===== config.mk =====
export PLATFORM = sky130hd
export DESIGN_NAME = pwm_multi_flat
export DESIGN_NICKNAME = d
export VERILOG_FILES = /design/src/rtl/pwm_pkg.sv /design/src/rtl/pwm_multi_if.sv /design/src/rtl/pwm_timebase.sv /design/src/rtl/pwm_multi.sv /design/src/flat_wrapper.sv
export SDC_FILE = /design/constraint.sdc
export NUM_CORES = 1
export LEC_CHECK = 0
export ABC_AREA = 1
export CAP_MARGIN = 20
export CELL_PAD_IN_SITES_DETAIL_PLACEMENT = 2
export CELL_PAD_IN_SITES_GLOBAL_PLACEMENT = 2
export CORE_ASPECT_RATIO = 2
export CORE_MARGIN = 5
export CORE_UTILIZATION = 32
export DETAILED_ROUTE_END_ITERATION = 8
export GPL_TIMING_DRIVEN = 0
export PLACE_DENSITY = 0.89
export SYNTH_ARGS = -nofsm -noshare
export SYNTH_HDL_FRONTEND = slang
export SYNTH_SLANG_ARGS = --single-unit

===== constraint.sdc =====
create_clock -name clk -period 2 [get_ports clk]
set_input_delay 0.3 -clock clk [delete_from_list [all_inputs] [get_ports clk]]
set_output_delay 0.3 -clock clk [all_outputs]
set_load 0.01 [all_outputs]

===== src/rtl/pwm_pkg.sv =====
// Shared register map, CTRL field positions and bus helpers for pwm_multi.
package pwm_pkg;

  localparam logic [5:0] CTRL_IDX      = 6'h00;
  localparam logic [5:0] PERIOD_IDX    = 6'h01;
  localparam logic [5:0] STATUS_IDX    = 6'h02;
  localparam logic [5:0] DUTY_BASE_IDX = 6'h10;

  localparam int unsigned CTRL_EN_BIT     = 0;
  localparam int unsigned CTRL_CENTER_BIT = 1;
  localparam int unsigned CTRL_PRESC_LSB  = 8;
  localparam int unsigned STATUS_DIR_BIT  = 31;

  // Widest counter the block supports; narrower counters zero-extend into it.
  localparam int unsigned CNT_W_MAX = 32;
  typedef logic [CNT_W_MAX-1:0] cnt_word_t;

  function automatic logic [31:0] merge_bytes(input logic [31:0] old_word,
                                              input logic [31:0] wdata,
                                              input logic [3:0]  wstrb);
    logic [31:0] r;
    r = old_word;
    for (int unsigned b = 0; b < 4; b++) begin
      if (wstrb[b]) r[8*b +: 8] = wdata[8*b +: 8];
    end
    return r;
  endfunction

endpackage


===== src/rtl/pwm_multi_if.sv =====
// Simple valid/ready CPU memory bus as seen by the PWM peripheral.
interface pwm_multi_if;
  logic        valid;
  logic        ready;
  logic [3:0]  wstrb;
  logic [31:0] addr;
  logic [31:0] wdata;
  logic [31:0] rdata;

  modport master (output valid, wstrb, addr, wdata, input ready, rdata);
  modport slave  (input valid, wstrb, addr, wdata, output ready, rdata);
endinterface


===== src/rtl/pwm_timebase.sv =====
// Shared prescaler and period counter; raises load when duty shadows may update.
module pwm_timebase #(
  parameter int unsigned CNT_W = 16,
  parameter int unsigned PRE_W = 8
) (
  input  logic             clk,
  input  logic             resetn,
  input  logic             en,
  input  logic             center,
  input  logic [PRE_W-1:0] presc,
  input  logic [CNT_W-1:0] period,
  output logic [CNT_W-1:0] cnt,
  output logic             dir,
  output logic             load
);

  logic [PRE_W-1:0] pre_q, pre_d;
  logic [CNT_W-1:0] cnt_q, cnt_d;
  logic             dir_q, dir_d;
  logic             tick;

  always_comb begin
    tick  = (pre_q == presc);
    pre_d = tick ? '0 : pre_q + 1'b1;
    cnt_d = cnt_q;
    dir_d = dir_q;
    load  = 1'b0;
    if (!en) begin
      pre_d = '0;
      cnt_d = '0;
      dir_d = 1'b0;
      load  = 1'b1;
    end else if (tick) begin
      if (center && period != '0) begin
        // DIR flips on arrival at either end, so each end value lasts one tick.
        if (!dir_q) begin
          cnt_d = cnt_q + 1'b1;
          dir_d = (cnt_d == period);
        end else begin
          cnt_d = cnt_q - 1'b1;
          dir_d = (cnt_d != '0);
          load  = (cnt_d == '0);
        end
      end else begin
        load  = (cnt_q == period);
        cnt_d = load ? '0 : cnt_q + 1'b1;
        dir_d = 1'b0;
      end
    end
  end

  always_ff @(posedge clk) begin
    if (!resetn) begin
      pre_q <= '0;
      cnt_q <= '0;
      dir_q <= 1'b0;
    end else begin
      pre_q <= pre_d;
      cnt_q <= cnt_d;
      dir_q <= dir_d;
    end
  end

  assign cnt = cnt_q;
  assign dir = dir_q;

endmodule


===== src/rtl/pwm_multi.sv =====
// Multi-channel PWM bus slave with double-buffered duty registers.
// Center-aligned counting is compiled in with PWM_CENTER_ALIGN_EN.
module pwm_multi
  import pwm_pkg::*;
#(
  parameter int unsigned NCH   = 4,
  parameter int unsigned CNT_W = 16,
  parameter int unsigned PRE_W = 8
) (
  input  logic           clk,
  input  logic           resetn,
  pwm_multi_if.slave     bus,
  output logic [NCH-1:0] out
);

  typedef logic [CNT_W-1:0] cnt_t;

  logic             ctrl_en_q, ctrl_en_d;
  logic [PRE_W-1:0] presc_q, presc_d;
  cnt_t             period_q, period_d;
  cnt_t             duty_q [NCH];
  cnt_t             duty_d [NCH];
  cnt_t             duty_act_q [NCH];
  cnt_t             duty_act_d [NCH];
  logic             ready_q, ready_d;
  logic [31:0]      rdata_q, rdata_d;
  logic [NCH-1:0]   out_q, out_d;

  logic             center;
`ifdef PWM_CENTER_ALIGN_EN
  logic             center_q, center_d;
  assign center = center_q;
`else
  assign center = 1'b0;
`endif

  cnt_t             cnt;
  logic             dir, load;
  logic [5:0]       word;
  logic             accept, is_wr, do_wr;
  cnt_word_t        ctrl_rd, rd_word, wr_word;
  logic             unused_bits;

  pwm_timebase #(
    .CNT_W (CNT_W),
    .PRE_W (PRE_W)
  ) u_timebase (
    .clk    (clk),
    .resetn (resetn),
    .en     (ctrl_en_q),
    .center (center),
    .presc  (presc_q),
    .period (period_q),
    .cnt    (cnt),
    .dir    (dir),
    .load   (load)
  );

  always_comb begin
    word   = bus.addr[7:2];
    accept = bus.valid && !ready_q;
    is_wr  = |bus.wstrb;
    do_wr  = accept && is_wr;

    ctrl_rd = '0;
    ctrl_rd[CTRL_EN_BIT] = ctrl_en_q;
    ctrl_rd[CTRL_CENTER_BIT] = center;
    ctrl_rd[CTRL_PRESC_LSB +: PRE_W] = presc_q;

    rd_word = '0;
    if (word == CTRL_IDX) begin
      rd_word = ctrl_rd;
    end else if (word == PERIOD_IDX) begin
      rd_word = 32'(period_q);
    end else if (word == STATUS_IDX) begin
      rd_word = 32'(cnt);
      rd_word[STATUS_DIR_BIT] = rd_word[STATUS_DIR_BIT] | dir;
    end
    for (int unsigned i = 0; i < NCH; i++) begin
      if (word == DUTY_BASE_IDX + 6'(i)) rd_word = 32'(duty_q[i]);
    end

    // Byte merge over the zero-extended current value drops bits above each field.
    wr_word = merge_bytes(rd_word, bus.wdata, bus.wstrb);

    ctrl_en_d = ctrl_en_q;
    presc_d   = presc_q;
    period_d  = period_q;
`ifdef PWM_CENTER_ALIGN_EN
    center_d  = center_q;
`endif
    if (do_wr && word == CTRL_IDX) begin
      ctrl_en_d = wr_word[CTRL_EN_BIT];
      presc_d   = wr_word[CTRL_PRESC_LSB +: PRE_W];
`ifdef PWM_CENTER_ALIGN_EN
      center_d  = wr_word[CTRL_CENTER_BIT];
`endif
    end
    if (do_wr && word == PERIOD_IDX) period_d = wr_word[CNT_W-1:0];

    ready_d = accept;
    rdata_d = (accept && !is_wr) ? rd_word : '0;

    for (int unsigned i = 0; i < NCH; i++) begin
      duty_d[i]     = (do_wr && word == DUTY_BASE_IDX + 6'(i)) ? wr_word[CNT_W-1:0] : duty_q[i];
      duty_act_d[i] = load ? duty_q[i] : duty_act_q[i];
      out_d[i]      = ctrl_en_q && (cnt < duty_act_q[i]);
    end
  end

  always_ff @(posedge clk) begin
    if (!resetn) begin
      ctrl_en_q  <= 1'b0;
      presc_q    <= '0;
      period_q   <= '0;
      duty_q     <= '{default: '0};
      duty_act_q <= '{default: '0};
      ready_q    <= 1'b0;
      rdata_q    <= '0;
      out_q      <= '0;
`ifdef PWM_CENTER_ALIGN_EN
      center_q   <= 1'b0;
`endif
    end else begin
      ctrl_en_q  <= ctrl_en_d;
      presc_q    <= presc_d;
      period_q   <= period_d;
      duty_q     <= duty_d;
      duty_act_q <= duty_act_d;
      ready_q    <= ready_d;
      rdata_q    <= rdata_d;
      out_q      <= out_d;
`ifdef PWM_CENTER_ALIGN_EN
      center_q   <= center_d;
`endif
    end
  end

  assign bus.ready   = ready_q;
  assign bus.rdata   = rdata_q;
  assign out         = out_q;
  assign unused_bits = ^{bus.addr[31:8], bus.addr[1:0], wr_word};

endmodule


===== src/flat_wrapper.sv =====
// flat-port wrapper written by rule: the top's interface ports become plain ports
module pwm_multi_flat import pwm_pkg::*;
#(
  parameter int unsigned NCH   = 4,
  parameter int unsigned CNT_W = 16,
  parameter int unsigned PRE_W = 8
)
  (clk, resetn, out, bus_valid, bus_wstrb, bus_addr, bus_wdata, bus_ready, bus_rdata);
  pwm_multi_if bus_i ();
  input  logic clk;
  input  logic resetn;
  output logic [NCH-1:0] out;
  input wire logic [$bits(bus_i.valid)-1:0] bus_valid;
  input wire logic [$bits(bus_i.wstrb)-1:0] bus_wstrb;
  input wire logic [$bits(bus_i.addr)-1:0] bus_addr;
  input wire logic [$bits(bus_i.wdata)-1:0] bus_wdata;
  output wire logic [$bits(bus_i.ready)-1:0] bus_ready;
  output wire logic [$bits(bus_i.rdata)-1:0] bus_rdata;
  assign bus_i.valid = bus_valid;
  assign bus_i.wstrb = bus_wstrb;
  assign bus_i.addr = bus_addr;
  assign bus_i.wdata = bus_wdata;
  assign bus_ready = bus_i.ready;
  assign bus_rdata = bus_i.rdata;
  pwm_multi #(.NCH(NCH), .CNT_W(CNT_W), .PRE_W(PRE_W)) u_core (.clk(clk), .resetn(resetn), .bus(bus_i), .out(out));
endmodule

==> summary.txt <==
status: complete, but fails checks
failing checks: negative setup slack
Crit Path Category: reg -> reg
PwrDens: 616 nW/µm²
post-route setup TNS: -6.92 ns
root buf cell: clkbuf_16
commonest non-fill, non-tap cell in the layout: nand2_1
top-area cell type share of the netlist area: 0.354
drt pass-1 iters: 5
Routed wire per std cell: 31.3 µm
dpl ws: -1.01 ns
Fillers: 4044
biggest area consumer among synthesized cells: dfxtp_1
via count: 13313
dominant cells by area after synthesis: dfxtp_1, nand2_1, nor2_1
num ports: 108
min Tclk post-route: 2.34 ns
r2r setup slk: -0.34 ns
# Max-Cap Violations: 0
HP Class: reg -> reg
Most common cell on crit path: inv_1
pin slew with the least headroom to its limit: 0.744 ns
# setup viols final: 106
Yosys warning count: 0
Lkg Pwr: 0.00634 µW
commonest cells after routing, fill and taps aside: nand2_1, nor2_1, inv_1
Worst-Skew Late Latency: 0.49 ns
RSZ-0062 raised after global routing: true
Sequential Area: 4020 µm²
post-DP HPWL: 40100 µm
Post-synth EDFFs: 0
skew final: 0.0151 ns
total power: 8490 µW
Initial DRC Count: 1025
H-tree depth: 4
Core ar.: 34800 µm²
grt total ovfl: 0
initial antenna violation count: 0
crit-path max cell delay: 0.46 ns
synthesized instance count: 1709
top_reg_cell synth: dfxtp_1
crit end category: register
Die Span Y: 275 µm
Final Hold Viols: 0
# clock sinks: 198
Multi-input gate area: 6240 µm²
post-synthesis sequential area ratio: 0.354
post-synthesis cell area: 11200 µm²
Crit path arrival time: 2.77 ns
CTS Buf Count: 17
Final Instance Count excl. Fillers: 2280
Final Cycle Share: 1.17
CP Cell Sequence: inv_1 > nand2_1 > nor2_4 > inv_2 > nor2_8 > inv_1 > buf_2 > a21oi_1 > nand2_1 > inv_1
maximum buffer depth of the clock tree: 2
Syn Area/Cell: 6.55 µm²
diode count: 0
Post-synth ARST share: 0
critical path fanouts, max: 10
worst hold slack: 0.482 ns
share of cells above drive strength 1: 0.151
Yosys cell types: 31
vias in the first global route: 14394
Row Count: 97
GR Util All Layers: 0.316
die area: 39100 µm²
Buffers on Ports: 47
final WL: 71300 µm
CP required: 2.44 ns
FF+latch count, synth: 198
setup ws final: -0.336 ns
first-pass GRT wire length: 91700 µm
drc violations: 0
Worst VDD drop: 692 µV
Final Net Count: 1955
max frequency: 428 MHz
critical path launch point type: register
worst path buffer plus inverter count: 5
Final Max Tran Viols: 0
Slew HR: 0.504
pin count of the biggest net entering global routing: 17
Placed Instances: 2216
Vias per Instance: 5.84
area delta synth->final: 23.0%
clock slew at reported path FFs: 0.09 ns
initial core utilization: 0.322
Slowest cell on crit path: a21oi_1
cell family with most CP delay: simple AND/OR/NAND/NOR gates
number of antenna-violating nets in the routed design: 0
CTS tree: built
GPL Wtd Cong: 0.936
DIE WIDTH: 142 µm
flip-flops by register name, indices dropped and copies added, names as in the netlist:
name / cells
u_core.bus.rdata: 16
u_core.bus.ready: 1
u_core.ctrl_en_q: 1
u_core.duty_act_q: 64
u_core.duty_q: 64
u_core.out: 4
u_core.period_q: 16
u_core.presc_q: 8
u_core.u_timebase.cnt: 16
u_core.u_timebase.pre_q: 8
cells by family (layout without fill, tap and decap cells):
| family | Yosys count | in the layout | synth area share |
|---|---|---|---|
| buf+inv | 349 | 459 | 0.135 |
| compound gates | 97 | 97 | 0.0442 |
| other cells | 1 | 16 | 0.000335 |
| fa+ha+maj | 62 | 62 | 0.0693 |
| flops | 198 | 198 | 0.354 |
| xor+xnor | 26 | 26 | 0.0203 |
| simple gates | 976 | 977 | 0.377 |
final timing paths:
| check | from | to | cells past startpoint |
|---|---|---|---|
| max | u_core.bus.ready | u_core.duty_q[54] | 10 |
| min | u_core.u_timebase.pre_q[0] | u_core.u_timebase.pre_q[0] | 1 |
| max reg2reg | u_core.bus.ready | u_core.duty_q[54] | 10 |
| min reg2reg | u_core.u_timebase.pre_q[0] | u_core.u_timebase.pre_q[0] | 1 |
per-layer routing:
| layer | up-vias | global-route usage | wire length, µm |
|---|---|---|---|
| met2 | 781 | 0.568 | 34600 |
| met5 | - | 0 | 0 |
| li1 | 5546 | - | - |
| met4 | 0 | 0.283 | 8880 |
| met3 | 422 | 0.0544 | 4470 |
| met1 | 6564 | 0.300 | 23300 |
Yosys cell counts, types with 2 or more instances:
cell type  number
nand2_1       354
nor2_1        320
inv_1         241
dfxtp_1       198
nand3_1       195
a21oi_1        77
ha_1           62
nand4_1        62
clkbuf_1       34
buf_4          23
buf_2          22
o21ai_0        16
xor2_1         16
inv_2          13
nor3_1         13
buf_6          12
nand2_2        12
xnor2_1        10
nand3b_1        7
buf_1           4
nor2_2          3
nor2_4          3
o21a_1          3
nor3_4          2
power breakdown:
group	switching [µW]	total, µW	internal, µW
Clock	1910	3830	1920
Sequential	20.8	3960	3940
Combinational	505	706	200
repair_timing:
action                     4_1_cts  5_1_grt
hold buffers                     0        0
setup buffers                   23       13
cloned                           1        1
setup endpoints to repair      189      170
resized for setup              144       70
pin swaps                       19       20
worst register-to-register path, cell delays in order, from the launching register on:
cell	delay [ns]
dfxtp_1	0.34
inv_1	0.09
nand2_1	0.13
nor2_4	0.23
inv_2	0.14
nor2_8	0.19
inv_1	0.16
buf_2	0.23
a21oi_1	0.46
nand2_1	0.21
inv_1	0.10
per-stage QoR:
step	area, µm²	util
after floorplan	11300	-
after global placement	12300	0.353
after detailed placement	12300	0.353
after CTS	13500	0.386
after global routing	13800	0.396
final	13800	0.396
final cells by class:
| cell class | count | area share |
|---|---|---|
| repair buffers | 84 | 0.0577 |
| well taps | 445 | 0.0404 |
| flip-flops and latches | 198 | 0.292 |
| plain buffers | 89 | 0.0444 |
| clock inverters | 10 | 0.00890 |
| inverters | 254 | 0.0701 |
| multi-input cells | 1178 | 0.453 |
| clock buffers | 22 | 0.0337 |
No activity file was read; power rests on OpenSTA's default activity.
